**src/rtl/timer_mm_pkg.sv**
```systemverilog
`default_nettype none
// ============================================================================
//  Module      : timer_mm_pkg
//  Description : Shared types and constants for the timer Avalon-MM host.
//  Revision    : 1.0  initial release
// ============================================================================
package timer_mm_pkg;

    // Command opcodes accepted on the cmd_* interface
    typedef enum logic [1:0] {
        OP_WRITE_CTRL   = 2'd0,
        OP_READ_CTRL    = 2'd1,
        OP_READ_COUNTER = 2'd2,
        OP_MEASURE      = 2'd3
    } op_e;

    // Top-level sequencer states
    localparam logic [2:0] ST_IDLE = 3'd0;
    localparam logic [2:0] ST_WR   = 3'd1;
    localparam logic [2:0] ST_RD   = 3'd2;
    localparam logic [2:0] ST_DLY  = 3'd3;
    localparam logic [2:0] ST_RSP  = 3'd4;

    // MEASURE phase: START write sets RUN, STOP write clears it
    localparam logic PH_START = 1'b0;
    localparam logic PH_STOP  = 1'b1;

    // Timer slave register map
    localparam logic CTRL_ADDR    = 1'b0;
    localparam logic COUNTER_ADDR = 1'b1;
    localparam int   CTRL_RUN_BIT = 0;

endpackage : timer_mm_pkg
`default_nettype wire

```
**src/rtl/timer_mm_xfer.sv**
```systemverilog
`default_nettype none
// ============================================================================
//  Module      : timer_mm_xfer
//  Description : Single Avalon-MM read/write transfer engine. Holds the strobe
//                with stable address/data while waitrequest is high and aborts
//                after TIMEOUT_CYCLES consecutive stalled cycles.
//  Revision    : 1.0  initial release
// ============================================================================
module timer_mm_xfer #(
    parameter int DATA_W         = 32,
    parameter int TIMEOUT_CYCLES = 256
) (
    input  logic              clk,
    input  logic              reset,
    input  logic              start,
    input  logic              start_write,
    input  logic              start_addr,
    input  logic [DATA_W-1:0] start_wdata,
    output logic              done,
    output logic              err,
    output logic [DATA_W-1:0] rdata,
    output logic              avm_address,
    output logic              avm_read,
    output logic              avm_write,
    output logic [DATA_W-1:0] avm_writedata,
    input  logic [DATA_W-1:0] avm_readdata,
    input  logic              avm_waitrequest
);

    localparam int TMO_W = $clog2(TIMEOUT_CYCLES + 1);

    logic              read_q, read_d;
    logic              write_q, write_d;
    logic              address_q, address_d;
    logic [DATA_W-1:0] writedata_q, writedata_d;
    logic [TMO_W-1:0]  tmo_q, tmo_d;
    logic              active;

    assign active        = read_q | write_q;
    assign done          = active & ~avm_waitrequest;
    assign err           = active & avm_waitrequest & (tmo_q == TMO_W'(TIMEOUT_CYCLES - 1));
    assign rdata         = avm_readdata;
    assign avm_address   = address_q;
    assign avm_read      = read_q;
    assign avm_write     = write_q;
    assign avm_writedata = writedata_q;

    // Strobe lifetime: end on completion/timeout, count stalls, a new start overrides
    always_comb begin
        read_d      = read_q;
        write_d     = write_q;
        address_d   = address_q;
        writedata_d = writedata_q;
        tmo_d       = tmo_q;
        if (done || err) begin
            read_d  = 1'b0;
            write_d = 1'b0;
            tmo_d   = '0;
        end else if (active) begin
            tmo_d = tmo_q + 1'b1;
        end
        if (start) begin
            read_d    = ~start_write;
            write_d   = start_write;
            address_d = start_addr;
            tmo_d     = '0;
            if (start_write) begin
                writedata_d = start_wdata;
            end
        end
    end

    // Bus-facing registers, cleared immediately by the asynchronous reset
    always_ff @(posedge clk or negedge reset) begin
        if (!reset) begin
            read_q      <= 1'b0;
            write_q     <= 1'b0;
            address_q   <= 1'b0;
            writedata_q <= '0;
            tmo_q       <= '0;
        end else begin
            read_q      <= read_d;
            write_q     <= write_d;
            address_q   <= address_d;
            writedata_q <= writedata_d;
            tmo_q       <= tmo_d;
        end
    end

endmodule : timer_mm_xfer
`default_nettype wire

```
**src/rtl/timer_mm_master.sv**
```systemverilog
`default_nettype none
// ============================================================================
//  Module      : timer_mm_master
//  Description : Avalon-MM host for the timer slave. Executes single CTRL /
//                COUNTER accesses and the self-timed MEASURE sequence from a
//                valid/ready command interface.
//  Revision    : 1.0  initial release
// ============================================================================
module timer_mm_master
    import timer_mm_pkg::*;
#(
    parameter int DATA_W         = 32,
    parameter int TIMEOUT_CYCLES = 256
) (
    input  logic              clk,
    input  logic              reset,
    input  logic              cmd_valid,
    output logic              cmd_ready,
    input  logic [1:0]        cmd_op,
    input  logic [DATA_W-1:0] cmd_wdata,
    output logic              rsp_valid,
    input  logic              rsp_ready,
    output logic [DATA_W-1:0] rsp_data,
    output logic              rsp_err,
    output logic              avm_address,
    output logic              avm_read,
    output logic              avm_write,
    output logic [DATA_W-1:0] avm_writedata,
    input  logic [DATA_W-1:0] avm_readdata,
    input  logic              avm_waitrequest
);

    localparam logic [DATA_W-1:0] RUN_WORD = DATA_W'(1) << CTRL_RUN_BIT;

    logic [2:0]        state_q, state_d;
    op_e               op_q, op_d;
    logic [DATA_W-1:0] n_q, n_d;
    logic              phase_q, phase_d;
    logic [DATA_W-1:0] dly_q, dly_d;
    logic [DATA_W-1:0] rsp_data_q, rsp_data_d;
    logic              rsp_err_q, rsp_err_d;

    logic              x_start, x_write, x_addr;
    logic [DATA_W-1:0] x_wdata, x_rdata;
    logic              x_done, x_err;

    assign cmd_ready = (state_q == ST_IDLE);
    assign rsp_valid = (state_q == ST_RSP);
    assign rsp_data  = rsp_data_q;
    assign rsp_err   = rsp_err_q;

    timer_mm_xfer #(
        .DATA_W         (DATA_W),
        .TIMEOUT_CYCLES (TIMEOUT_CYCLES)
    ) u_xfer (
        .clk             (clk),
        .reset           (reset),
        .start           (x_start),
        .start_write     (x_write),
        .start_addr      (x_addr),
        .start_wdata     (x_wdata),
        .done            (x_done),
        .err             (x_err),
        .rdata           (x_rdata),
        .avm_address     (avm_address),
        .avm_read        (avm_read),
        .avm_write       (avm_write),
        .avm_writedata   (avm_writedata),
        .avm_readdata    (avm_readdata),
        .avm_waitrequest (avm_waitrequest)
    );

    // Command sequencer: decides the next transfer and when to respond
    always_comb begin
        state_d    = state_q;
        op_d       = op_q;
        n_d        = n_q;
        phase_d    = phase_q;
        dly_d      = dly_q;
        rsp_data_d = rsp_data_q;
        rsp_err_d  = rsp_err_q;
        x_start    = 1'b0;
        x_write    = 1'b0;
        x_addr     = CTRL_ADDR;
        x_wdata    = '0;
        case (state_q)
            ST_IDLE: begin
                if (cmd_valid) begin
                    op_d    = op_e'(cmd_op);
                    n_d     = cmd_wdata;
                    phase_d = PH_START;
                    x_start = 1'b1;
                    case (op_e'(cmd_op))
                        OP_WRITE_CTRL: begin
                            x_write = 1'b1;
                            x_wdata = cmd_wdata;
                            state_d = ST_WR;
                        end
                        OP_READ_CTRL: begin
                            state_d = ST_RD;
                        end
                        OP_READ_COUNTER: begin
                            x_addr  = COUNTER_ADDR;
                            state_d = ST_RD;
                        end
                        OP_MEASURE: begin
                            x_write = 1'b1;
                            x_wdata = RUN_WORD;
                            state_d = ST_WR;
                        end
                    endcase
                end
            end
            ST_WR: begin
                if (x_err) begin
                    rsp_err_d  = 1'b1;
                    rsp_data_d = '0;
                    state_d    = ST_RSP;
                end else if (x_done) begin
                    if (op_q == OP_MEASURE && phase_q == PH_START) begin
                        if (n_q != '0) begin
                            dly_d   = n_q;
                            state_d = ST_DLY;
                        end else begin
                            x_start = 1'b1;
                            x_addr  = COUNTER_ADDR;
                            state_d = ST_RD;
                        end
                    end else begin
                        // STOP write keeps the count captured by the preceding read
                        if (op_q == OP_WRITE_CTRL) begin
                            rsp_data_d = '0;
                        end
                        state_d = ST_RSP;
                    end
                end
            end
            ST_RD: begin
                if (x_err) begin
                    rsp_err_d  = 1'b1;
                    rsp_data_d = '0;
                    state_d    = ST_RSP;
                end else if (x_done) begin
                    rsp_data_d = x_rdata;
                    if (op_q == OP_MEASURE) begin
                        x_start = 1'b1;
                        x_write = 1'b1;
                        x_wdata = '0;
                        phase_d = PH_STOP;
                        state_d = ST_WR;
                    end else begin
                        state_d = ST_RSP;
                    end
                end
            end
            ST_DLY: begin
                if (dly_q == DATA_W'(1)) begin
                    x_start = 1'b1;
                    x_addr  = COUNTER_ADDR;
                    state_d = ST_RD;
                end else begin
                    dly_d = dly_q - 1'b1;
                end
            end
            ST_RSP: begin
                if (rsp_ready) begin
                    rsp_err_d = 1'b0;
                    state_d   = ST_IDLE;
                end
            end
            default: begin
                state_d = ST_IDLE;
            end
        endcase
    end

    // Sequencer registers with asynchronous active-low reset
    always_ff @(posedge clk or negedge reset) begin
        if (!reset) begin
            state_q    <= ST_IDLE;
            op_q       <= OP_WRITE_CTRL;
            n_q        <= '0;
            phase_q    <= PH_START;
            dly_q      <= '0;
            rsp_data_q <= '0;
            rsp_err_q  <= 1'b0;
        end else begin
            state_q    <= state_d;
            op_q       <= op_d;
            n_q        <= n_d;
            phase_q    <= phase_d;
            dly_q      <= dly_d;
            rsp_data_q <= rsp_data_d;
            rsp_err_q  <= rsp_err_d;
        end
    end

endmodule : timer_mm_master
`default_nettype wire

```
**config.mk**
```make
export PLATFORM = sky130hd
export DESIGN_NAME = timer_mm_master
export DESIGN_NICKNAME = d
export VERILOG_FILES = /design/src/rtl/timer_mm_pkg.sv /design/src/rtl/timer_mm_xfer.sv /design/src/rtl/timer_mm_master.sv
export SDC_FILE = /design/constraint.sdc
export NUM_CORES = 1
export LEC_CHECK = 0
export ABC_AREA = 0
export BUFFER_PORTS_ARGS = -buffer_cell sky130_fd_sc_hd__buf_2
export CAP_MARGIN = 20
export CORE_UTILIZATION = 25
export CTS_CLUSTER_DIAMETER = 80
export DETAILED_ROUTE_END_ITERATION = 7
export PLACE_DENSITY_LB_ADDON = 0.12
export SLEW_MARGIN = 10
export SYNTH_ARGS = -nofsm -noshare
export SYNTH_HDL_FRONTEND = slang
export SYNTH_HIERARCHICAL = 1
export SYNTH_SLANG_ARGS = --single-unit
```
**constraint.sdc**
```tcl
create_clock -name clk -period 4.1 [get_ports clk]
set_input_delay 0.82 -clock clk [delete_from_list [all_inputs] [get_ports clk]]
set_output_delay 0.82 -clock clk [all_outputs]
set_load 0.05 [all_outputs]
```
==> metrics.yaml, run 1 <==
outcome:
  outcome: "complete, no violations"
cells_and_area:
  drive_above_1_share_pct: 25.60
  multi_input_area_um2: 3374
  fin_cells: 1312
  regArea_um2: 3679
  synthToLayoutAreaGrowth_pct: 18.78
  antennaDiodeCount: 0
  fillers: 3176
  final_nets: 989
clock_tree:
  path_clk_slew_ns: 0.07
  cts_resized: 0
  clock_sink_count: 147
  insertion_delay_ns: 0.43
  cts_hold_buf: 0
  cts_max_level: 4
  clock_path_buffers: 2
  cts_tree: "built"
  cts_setup_buffers: 0
  root_buffer: "clkbuf_16"
  numCtsBuffers: 17
logic_synthesis:
  synth-seq-cells: 147
  synth_edf_count: 0
  synth_top_cell_by_area: "dfrtp_1"
  yosysMostFrequentCell: "nand2_1"
  ys_top_cells_by_count: "216 x nand2_1, 147 x dfrtp_1, 58 x nand3_1"
  syn_area_per_cell_um2: 9.230
  synth_flop_cell: "dfrtp_1"
  synth_cell_types: 61
  synthArstFlopShare_pct: 100.0
  synth_nets: 900
  netlist_instances: 822
  syn_area_um2: 7587
  yosys-top-cells-area: "dfrtp_1 48%, nand2_1 11%, mux2_2 5.2%"
  synth_top_area_share_pct: 48.48
  synth_warnings: 6
  synth-seq-area-share_pct: 48.48
floorplan:
  ios: 141
  dieHeight_um: 176.2
  die_w_um: 176.2
  start_util_pct: 25.53
  die-area_um2: 31050
  num_rows: 63
  core_area_um2: 29720
sta:
  min_period_over_period_pct: 78.65
  slew_viol_final: 0
  clock_skew_ns: 0.01475
  tns_ns: 0
  tightest_slew_ns: 1.035
  hold_viol: 0
  fmax_ghz: 0.3101
  finalCriticalPeriod_ns: 3.225
  setup_viol: 0
  grt_setup_unrepaired: "no"
  relSlewSlack_pct: 30.92
  holdWs_ns: 0.3798
drt:
  drtPass1Iterations: 5
  remaining_drc_errors: 0
  vias: 6298
  drtIter0Drc: 485
  wl_per_cell_um: 17.05
  vias_per_cell: 4.800
  postRouteAntennaNets: 0
  wirelength_mm: 22.37
critical_path:
  max_stage_delay_ns: 0.50
  worstPathArrival_ns: 3.53
  r2r-end: "dly_q[0]$_DFFE_PN0P_"
  critPathRequiredTime_ns: 4.41
  critPathCaptureType: "flop"
  critPathLaunchType: "flop"
  crit_path_start: "u_xfer/tmo_q[0]$_DFFE_PN0P_"
  worst_path_most_repeated_cell: "ha_1"
  r2r_start: "u_xfer/tmo_q[0]$_DFFE_PN0P_"
  cp_top_family: "compound AO/OA/AOI/OAI gates"
  cp_cell_sequence: "ha_1 > nand3_1 > nor2_1 > ha_1 > and3_1 > nor4bb_1 > nand4_1 > o21bai_2 > o21a_4 > a211o_1"
  path_class: "reg2reg"
  r2r_slack_ns: 0.88
  worstRegToRegCells: 10
  cp_slowest_cell: "o21bai_2"
  crit_fanout: 32
  path_buf_inv: 0
power:
  vdd_ir_drop_max_uv: 322.2
  fin_total_pwr_mw: 6.659
  leakagePower_nw: 4.500
  powerDensity_nw_per_um2: 738.8
grt:
  grt_max_degree: 75
  grt_pass1_vias: 6461
  antenna_found_initial: 0
  grt_pass1_wl_mm: 36.37
  gr-total-overflow: 0
  grtUsageTotal_pct: 14.98
place:
  dpl.hpwl_mm: 14.88
  dp_cells: 1282
  gp_congestion: 0.7555
  numPortBuffers: 140
job:
  maxCapViolations: 0
min_path:
  min_path_type: "in2async"
routing by layer:
metal / wire length (µm) / up-vias / track usage (%)
met5: 0 / - / 0
met4: 216 / 0 / 4.022
met3: 1103 / 14 / 3.381
met2: 10320 / 143 / 23.38
met1: 10730 / 3069 / 20.71
li1: - / 3072 / -
sequential cells by signal, indices dropped and copies added, names as in the netlist, 2 cells and up:
| register | cells |
|---|---|
| op_q | 2 |
| dly_q | 32 |
| u_xfer/tmo_q | 9 |
| n_q | 32 |
| state_q | 3 |
| u_xfer/avm_writedata | 32 |
| rsp_data | 32 |
where the power goes:
group	total (mW)	leakage (nW)	switching, mW	internal (mW)
clock	1.62	0.283	0.662	0.955
combinational	2.47	2.31	1.71	0.762
sequential	2.57	1.91	0.582	1.99
total	6.66	4.50	2.95	3.70
layout make-up:
| cell class | instances | area share [%] |
|---|---|---|
| Clock buffer | 18 | 4.762 |
| Clock inverter | 12 | 1.763 |
| Inverter | 15 | 0.6247 |
| Multi-Input combinational cell | 574 | 37.44 |
| Sequential cell | 147 | 40.82 |
| Tap cell | 390 | 5.414 |
| Timing Repair Buffer | 156 | 9.177 |
cells in the final DEF (no fill, tap or decap), types with 3 or more instances in the layout:
master     synthesis  routed
or3_1              9       9
dfrtp_1          147     147
inv_1             15      15
o21ai_0            9       9
a22oi_1            7       7
clkbuf_16          0      17
a21oi_1           24      24
or4_4              3       3
bufinv_16          0       3
o211ai_1           8       8
buf_2              4     139
clkinv_4           0       3
and3_1            34      34
xor2_1             3       3
nor2_1            22      22
o221ai_1          26      26
buf_4             32      16
nand4_1            6       6
a32oi_1            5       5
nor3_1            20      20
nor4_1            18      18
nor3b_1            4       3
o311ai_0          11      11
ha_1               7       7
or4_1              4       4
mux2_2            35      35
o31a_1             5       5
nand3_1           58      58
nand2_1          216     216
worst max path at each step:
| stage | to | slack [ns] | cells after the start |
|---|---|---|---|
| floorplan | u_xfer/avm_writedata[11]$_DFFE_PN0P_ | 0.94 | 8 |
| global placement | dly_q[0]$_DFFE_PN0P_ | 0.95 | 10 |
| detailed placement | dly_q[0]$_DFFE_PN0P_ | 0.91 | 10 |
| CTS | dly_q[12]$_DFFE_PN0P_ | 0.89 | 10 |
| global route | dly_q[12]$_DFFE_PN0P_ | 0.66 | 10 |
| finish | dly_q[0]$_DFFE_PN0P_ | 0.88 | 10 |
logic make-up (layout without fill, tap and decap cells):
group,count (synthesis),after routing,synth area share (%)
DFF,147,147,48.48
buffers and inverters,101,201,7.338
muxes,36,36,5.327
AOI/OAI and AO/OA,119,119,11.91
and+or+nand+nor,408,408,25.33
xor gates and xnor gates,4,4,0.4618
adders and majority gates,7,7,1.154
per-stage QoR:
step	util [%]	worst slack, ns	area, µm²
after detailed placement	28.35	0.9093	8424
after CTS	30.33	0.8882	9012
final	30.33	0.8753	9012
after floorplan	-	0.9408	7587
after global placement	28.35	0.9481	8424
after global routing	30.33	0.6627	9012
Note: power is estimated with default switching activity, not from simulation.
==> run 2: changes to the inputs <==
- clock period: 4.1 -> 3.4 ns (I/O delays scaled with it)
==> run 2 against run 1 <==
Cell count grew 0.69%. Largest cell class unchanged. Critical endpoint is now u_xfer/avm_writedata[31]$_DFFE_PN0P_. Via count shrank 0.22%. Worst hold slack lost 0.12 ns.
==> metrics.yaml, run 2 (synthesis gave the netlist of run 1 again) <==
outcome:
  outcome: "complete, no violations"  # unchanged
floorplan:
  num_rows: 63  # unchanged
  dieHeight_um: 176.2  # unchanged
  ios: 141  # unchanged
  die-area_um2: 31050  # unchanged
  core_area_um2: 29720  # unchanged
  die_w_um: 176.2  # unchanged
  start_util_pct: 25.53  # unchanged
clock_tree:
  cts_hold_buf: 0  # unchanged
  cts_resized: 0  # unchanged
  cts_max_level: 4  # unchanged
  numCtsBuffers: 17  # unchanged
  cts_setup_buffers: 0  # unchanged
  path_clk_slew_ns: 0.06  # was 0.07 ns
  clock_sink_count: 147  # unchanged
  root_buffer: "clkbuf_16"  # unchanged
  cts_tree: "built"  # unchanged
  clock_path_buffers: 2  # unchanged
  insertion_delay_ns: 0.43  # about the same
cells_and_area:
  synthToLayoutAreaGrowth_pct: 19.46  # was 18.78%
  drive_above_1_share_pct: 25.89  # was 25.60%
  fin_cells: 1321  # was 1312
  layout_common_cells: "216 x nand2_1, 147 x dfrtp_1, 139 x buf_2"  # unchanged
  mostFrequentLayoutCell: "nand2_1"  # unchanged
  antennaDiodeCount: 0  # unchanged
  final_nets: 996  # was 989
  finalInstanceArea_um2: 9064  # was 9012 µm²
sta:
  tightest_slew_ns: 0.8060  # was 1.035 ns
  hold_viol: 0  # unchanged
  holdWs_ns: 0.2608  # was 0.3798 ns
  setup_viol: 0  # unchanged
  grt_setup_unrepaired: "no"  # unchanged
  clock_skew_ns: 0.02261  # was 0.01475 ns
  slew_viol_final: 0  # unchanged
  finalCriticalPeriod_ns: 3.010  # was 3.225 ns
  tns_ns: 0  # unchanged
  relSlewSlack_pct: 46.26  # was 30.92%
  fmax_ghz: 0.3323  # was 0.3101 GHz
  min_period_over_period_pct: 88.52  # was 78.65%
critical_path:
  crit_fanout: 33  # was 32
  path_class: "reg2reg"  # unchanged
  critPathLaunchType: "flop"  # unchanged
  critPathCaptureType: "flop"  # unchanged
  r2r-end: "u_xfer/avm_writedata[31]$_DFFE_PN0P_"  # was dly_q[0]$_DFFE_PN0P_
  critPathRequiredTime_ns: 3.70  # was 4.41 ns
  worstRegToRegCells: 13  # was 10
  r2r_slack_ns: 0.39  # was 0.88 ns
  worstPathArrival_ns: 3.31  # was 3.53 ns
  r2r_start: "u_xfer/tmo_q[0]$_DFFE_PN0P_"  # unchanged
job:
  maxCapViolations: 0  # unchanged
grt:
  antenna_found_initial: 0  # unchanged
  grtUsageTotal_pct: 14.69  # was 14.98%
  gr-total-overflow: 0  # unchanged
  grt_pass1_wl_mm: 35.62  # was 36.37 mm
  grt_max_degree: 65  # was 75
  grt_pass1_vias: 6386  # was 6461
drt:
  wirelength_mm: 22.04  # was 22.37 mm
  postRouteAntennaNets: 0  # unchanged
  drtIter0Drc: 406  # was 485
  vias_per_cell: 4.757  # was 4.800
  wl_per_cell_um: 16.68  # was 17.05 µm
  remaining_drc_errors: 0  # unchanged
  vias: 6284  # was 6298
  drtPass1Iterations: 5  # unchanged
power:
  vdd_ir_drop_max_uv: 608.7  # was 322.2 µV
  leakagePower_nw: 4.532  # was 4.500 nW
  powerDensity_nw_per_um2: 876.2  # was 738.8 nW/µm²
place:
  gp_congestion: 0.7328  # was 0.7555
  dpl-instance-area_um2: 8489  # was 8424 µm²
  dp_cells: 1289  # was 1282
  dpl.hpwl_mm: 14.95  # was 14.88 mm
  numPortBuffers: 140  # unchanged
min_path:
  min_path_type: "in2async"  # unchanged
run 2: per-stage QoR:
stage	util (%)	worst slack, ns	total power, mW
detailed placement	28.57	0.3984	6.127
finish	30.50	0.3905	7.942
floorplan	-	0.2408	5.239
CTS	30.50	0.3772	8.065
global route	30.50	0.1414	8.509
global placement	28.57	0.4272	6.131
run 2: worst max path at each step:
stage                                 from  cells past startpoint  slack (ns)                                    to
3_3_place_gp   u_xfer/tmo_q[0]$_DFFE_PN0P_                     13        0.43  u_xfer/avm_writedata[10]$_DFFE_PN0P_
4_1_cts        u_xfer/tmo_q[0]$_DFFE_PN0P_                     13        0.38  u_xfer/avm_writedata[31]$_DFFE_PN0P_
5_1_grt        u_xfer/tmo_q[0]$_DFFE_PN0P_                     13        0.14   u_xfer/avm_writedata[1]$_DFFE_PN0P_
6_report       u_xfer/tmo_q[0]$_DFFE_PN0P_                     13        0.39  u_xfer/avm_writedata[31]$_DFFE_PN0P_
3_5_place_dp   u_xfer/tmo_q[0]$_DFFE_PN0P_                     13        0.40  u_xfer/avm_writedata[31]$_DFFE_PN0P_
2_1_floorplan       state_q[1]$_DFFE_PN0P_                      8        0.24  u_xfer/avm_writedata[11]$_DFFE_PN0P_
run 2: area by class of cell:
cell class,instances,area [µm²]
well taps,390,488.0
inverters,15,56.30
clock inverters,8,102.6
fillers,3158,20650
multi-input cells,574,3374
flip-flops and latches,147,3679
repair buffers,163,892.1
clock buffers,24,471.7
run 2: power breakdown:
part	leakage [nW]	switching [mW]	total, mW	internal (mW)
logic	2.35	2.06	2.98	0.927
clock network	0.274	0.753	1.87	1.12
registers	1.91	0.686	3.08	2.40
total	4.53	3.50	7.94	4.45
run 2: worst max-delay path: stages, from the launching register on:
cell and delay, ns:
dfrtp_1 0.40, ha_1 0.25, nand3_1 0.09, nor2_1 0.04, ha_1 0.18, and3_1 0.23, nor4bb_1 0.38, nand4_1 0.17
nor3_1 0.17, a21oi_1 0.09, nand3_1 0.19, nand2_1 0.07, buf_4 0.27, mux2_2 0.32
run 2: routing by layer:
metal	track usage, %	part of all wire [%]
met1	20.22	48
met3	3.596	4.5
met5	0	0
met2	22.92	46
met4	3.732	0.83
==> run 3: changes to the inputs <==
- SYNTH_HIERARCHICAL: 1 -> unset
==> run 3 against run 2 <==
Via count is 1.7% lower. Final area down 2.2%. Critical endpoint is now rsp_data[4]$_DFFE_PN0P_. Global-route usage increased by 0.42 points. Clock power about the same. Combinational power down 13%. Die area fell by 6.1%. Maximum frequency grew 10%. Clock skew fell by 0.0038 ns. Cell count grew 2.5%. Register-to-register slack better by 0.28 ns. Critical path depth fell by 1. Sequential share of layout area grew 0.92 points. Largest cell class unchanged.
==> metrics.yaml, run 3 <==
cells_and_area:
  mostFrequentLayoutCell: "nand2_1"  # unchanged
  fin_cells: 1354  # was 1321
  layout_common_cells: "267 x nand2_1, 147 x dfrtp_1, 139 x buf_2"  # was 216 x nand2_1, 147 x dfrtp_1, 139 x buf_2
  drive_above_1_share_pct: 21.93  # was 25.89%
  antennaDiodeCount: 0  # unchanged
  fillers: 3053  # was 3158
  final_util_pct: 31.73  # was 30.50%
  finalInstanceArea_um2: 8864  # was 9064 µm²
  synthToLayoutAreaGrowth_pct: 24.46  # was 19.46%
  final_nets: 1041  # was 996
logic_synthesis:
  synth_edf_count: 0  # unchanged
  synth-seq-cells: 147  # unchanged
  syn_area_um2: 7122  # was 7587 µm²
  synth_top_cell_by_area: "dfrtp_1"  # unchanged
  synth_flop_cell: "dfrtp_1"  # unchanged
  synth_top_area_share_pct: 51.65  # was 48.48%
  syn_area_per_cell_um2: 8.509  # was 9.230 µm²
  synth_cell_types: 55  # was 61
  yosysMostFrequentCell: "nand2_1"  # unchanged
  synth_nets: 915  # was 900
  netlist_instances: 837  # was 822
  ys_top_cells_by_count: "267 x nand2_1, 147 x dfrtp_1, 96 x o21ai_0"  # was 216 x nand2_1, 147 x dfrtp_1, 58 x nand3_1
  yosys-top-cells-area: "dfrtp_1 52%, nand2_1 14%, o21ai_0 6.7%"  # was dfrtp_1 48%, nand2_1 11%, mux2_2 5.2%
  synthArstFlopShare_pct: 100.0  # unchanged
  synth-seq-area-share_pct: 51.65  # was 48.48%
  synth_warnings: 0  # was 6
critical_path:
  path_class: "reg2reg"  # unchanged
  cp_slowest_cell: "or3_2"  # was dfrtp_1
  critPathRequiredTime_ns: 3.69  # was 3.70 ns
  cp_cell_sequence: "ha_1 > nand3_1 > nor2_1 > and3_1 > ha_1 > o211ai_1 > o21ai_0 > a21oi_1 > or3_2 > buf_4 > nand2_1 > o21ai_0"  # was ha_1 > nand3_1 > nor2_1 > ha_1 > and3_1 > nor4bb_1 > nand4_1 > nor3_1 > a21oi_1 > nand3_1 > nand2_1 > buf_4 > mux2_2
  worstPathArrival_ns: 3.01  # was 3.31 ns
  path_buf_inv: 1  # unchanged
  critPathLaunchType: "flop"  # unchanged
  worstRegToRegCells: 12  # was 13
  crit_fanout: 64  # was 33
  max_stage_delay_ns: 0.46  # was 0.40 ns
  critPathCaptureType: "flop"  # unchanged
  worst-path-stages: 12  # was 13
  cp_top_family: "simple AND/OR/NAND/NOR gates"  # unchanged
sta:
  slew_viol_final: 0  # unchanged
  clock_skew_ns: 0.01880  # was 0.02261 ns
  grt_setup_unrepaired: "no"  # unchanged
  fmax_ghz: 0.3667  # was 0.3323 GHz
  hold_viol: 0  # unchanged
  relSlewSlack_pct: 51.76  # was 46.26%
  tns_ns: 0  # unchanged
  tightest_slew_ns: 0.7208  # was 0.8060 ns
  finalCriticalPeriod_ns: 2.727  # was 3.010 ns
  min_period_over_period_pct: 80.20  # was 88.52%
  setup_viol: 0  # unchanged
  holdWs_ns: 0.2107  # was 0.2608 ns
  setup_slack_ns: 0.6731  # was 0.3905 ns
place:
  dpl.hpwl_mm: 14.62  # was 14.95 mm
  numPortBuffers: 140  # unchanged
  gp_congestion: 0.7703  # was 0.7328
  post-place-ws_ns: 0.6860  # was 0.3984 ns
  dp_cells: 1322  # was 1289
  dpl-instance-area_um2: 8284  # was 8489 µm²
floorplan:
  dieHeight_um: 170.8  # was 176.2 µm
  die-area_um2: 29170  # was 31050 µm²
  num_rows: 61  # was 63
  ios: 141  # unchanged
  die_w_um: 170.8  # was 176.2 µm
  start_util_pct: 25.49  # was 25.53%
  core_area_um2: 27930  # was 29720 µm²
clock_tree:
  cts_resized: 0  # unchanged
  root_buffer: "clkbuf_16"  # unchanged
  cts_setup_buffers: 0  # unchanged
  cts_max_level: 4  # unchanged
  cts_hold_buf: 0  # unchanged
  clock_path_buffers: 2  # unchanged
  path_clk_slew_ns: 0.08  # was 0.06 ns
  numCtsBuffers: 17  # unchanged
  clock_sink_count: 147  # unchanged
  insertion_delay_ns: 0.43  # about the same
  cts_tree: "built"  # unchanged
drt:
  vias_per_cell: 4.564  # was 4.757
  remaining_drc_errors: 0  # unchanged
  drtPass1Iterations: 4  # was 5
  wl_per_cell_um: 15.44  # was 16.68 µm
  postRouteAntennaNets: 0  # unchanged
  wirelength_mm: 20.91  # was 22.04 mm
  vias: 6180  # was 6284
  drtIter0Drc: 347  # was 406
power:
  fin_total_pwr_mw: 7.408  # was 7.942 mW
  leakagePower_nw: 4.091  # was 4.532 nW
  powerDensity_nw_per_um2: 835.8  # was 876.2 nW/µm²
  vdd_ir_drop_max_uv: 302.1  # was 608.7 µV
grt:
  grt_pass1_vias: 6162  # was 6386
  antenna_found_initial: 0  # unchanged
  grt_max_degree: 65  # unchanged
  grtUsageTotal_pct: 15.11  # was 14.69%
  gr-total-overflow: 0  # unchanged
  grt_pass1_wl_mm: 34.29  # was 35.62 mm
job:
  maxCapViolations: 0  # unchanged
min_path:
  min_path_type: "in2async"  # unchanged
outcome:
  outcome: "complete, no violations"  # unchanged
-- run 3: cell types whose count changed in the layout (fill, tap and decap cells not counted), moves of 28 or more --
| cell | before | now |
|---|---|---|
| a21oi_1 | 24 | 58 |
| nand2_1 | 216 | 267 |
| mux2_2 | 35 | 0 |
| o21ai_0 | 9 | 96 |
| and3_1 | 34 | 6 |
| nand3_1 | 58 | 18 |
-- run 3: cell families after synthesis --
logic type | count (synthesis) | synth area share [%]
xor+xnor | 1 | 0.1230
simple gates | 411 | 26.51
mux | 2 | 0.2811
fa+ha+maj | 7 | 1.230
flops | 147 | 51.65
buf+inv | 61 | 3.514
compound gates | 208 | 16.69
-- run 3: path summary, 6_finish.rpt --
kind,to,from,slack (ns)
min reg2reg,rsp_data[6]$_DFFE_PN0P_,rsp_data[6]$_DFFE_PN0P_,0.47
min,u_xfer.avm_writedata[12]$_DFFE_PN0P_,reset,0.21
max in group asynchronous,rsp_data[10]$_DFFE_PN0P_,reset,2.34
max reg2reg,rsp_data[4]$_DFFE_PN0P_,u_xfer.tmo_q[0]$_DFFE_PN0P_,0.67
min in group clk,n_q[23]$_DFFE_PN0P_,cmd_wdata[23],0.45
max,rsp_data[4]$_DFFE_PN0P_,u_xfer.tmo_q[0]$_DFFE_PN0P_,0.67
-- run 3: per-layer routing --
layer  part of all wire (%)  wire [µm]  vias to the layer above  track usage [%]
met1                     51      10600                     2924            21.71
met5                      0          0                        -                0
li1                       -          -                     3132                -
met4                   0.75        156                        0            3.447
met2                     44       9134                      116            22.32
met3                    4.9       1021                        8            4.118
-- run 3: worst register-to-register path: cells and delay by family (launching register included) --
family	cells	cell delay (ns)
AND/OR/NAND/NOR	5	1.09
AO/OA/AOI/OAI	4	0.44
flip-flops	1	0.38
adder cells (fa/ha/maj)	2	0.37
buffers and inverters	1	0.30
-- run 3: layout make-up --
class	count	area, µm²	share of cell area (%)
Clock buffer	17	425.4	4.800
Inverter	11	41.29	0.4658
Sequential cell	147	3679	41.50
Tap cell	378	473.0	5.336
Timing Repair Buffer	157	872.1	9.839
Multi-Input combinational cell	629	3219	36.32
Clock inverter	15	153.9	1.736
-- run 3: report_power, final --
group          internal (mW)  switching (mW)
combinational          0.832            1.77
clock                  0.984           0.889
sequential              2.30           0.634
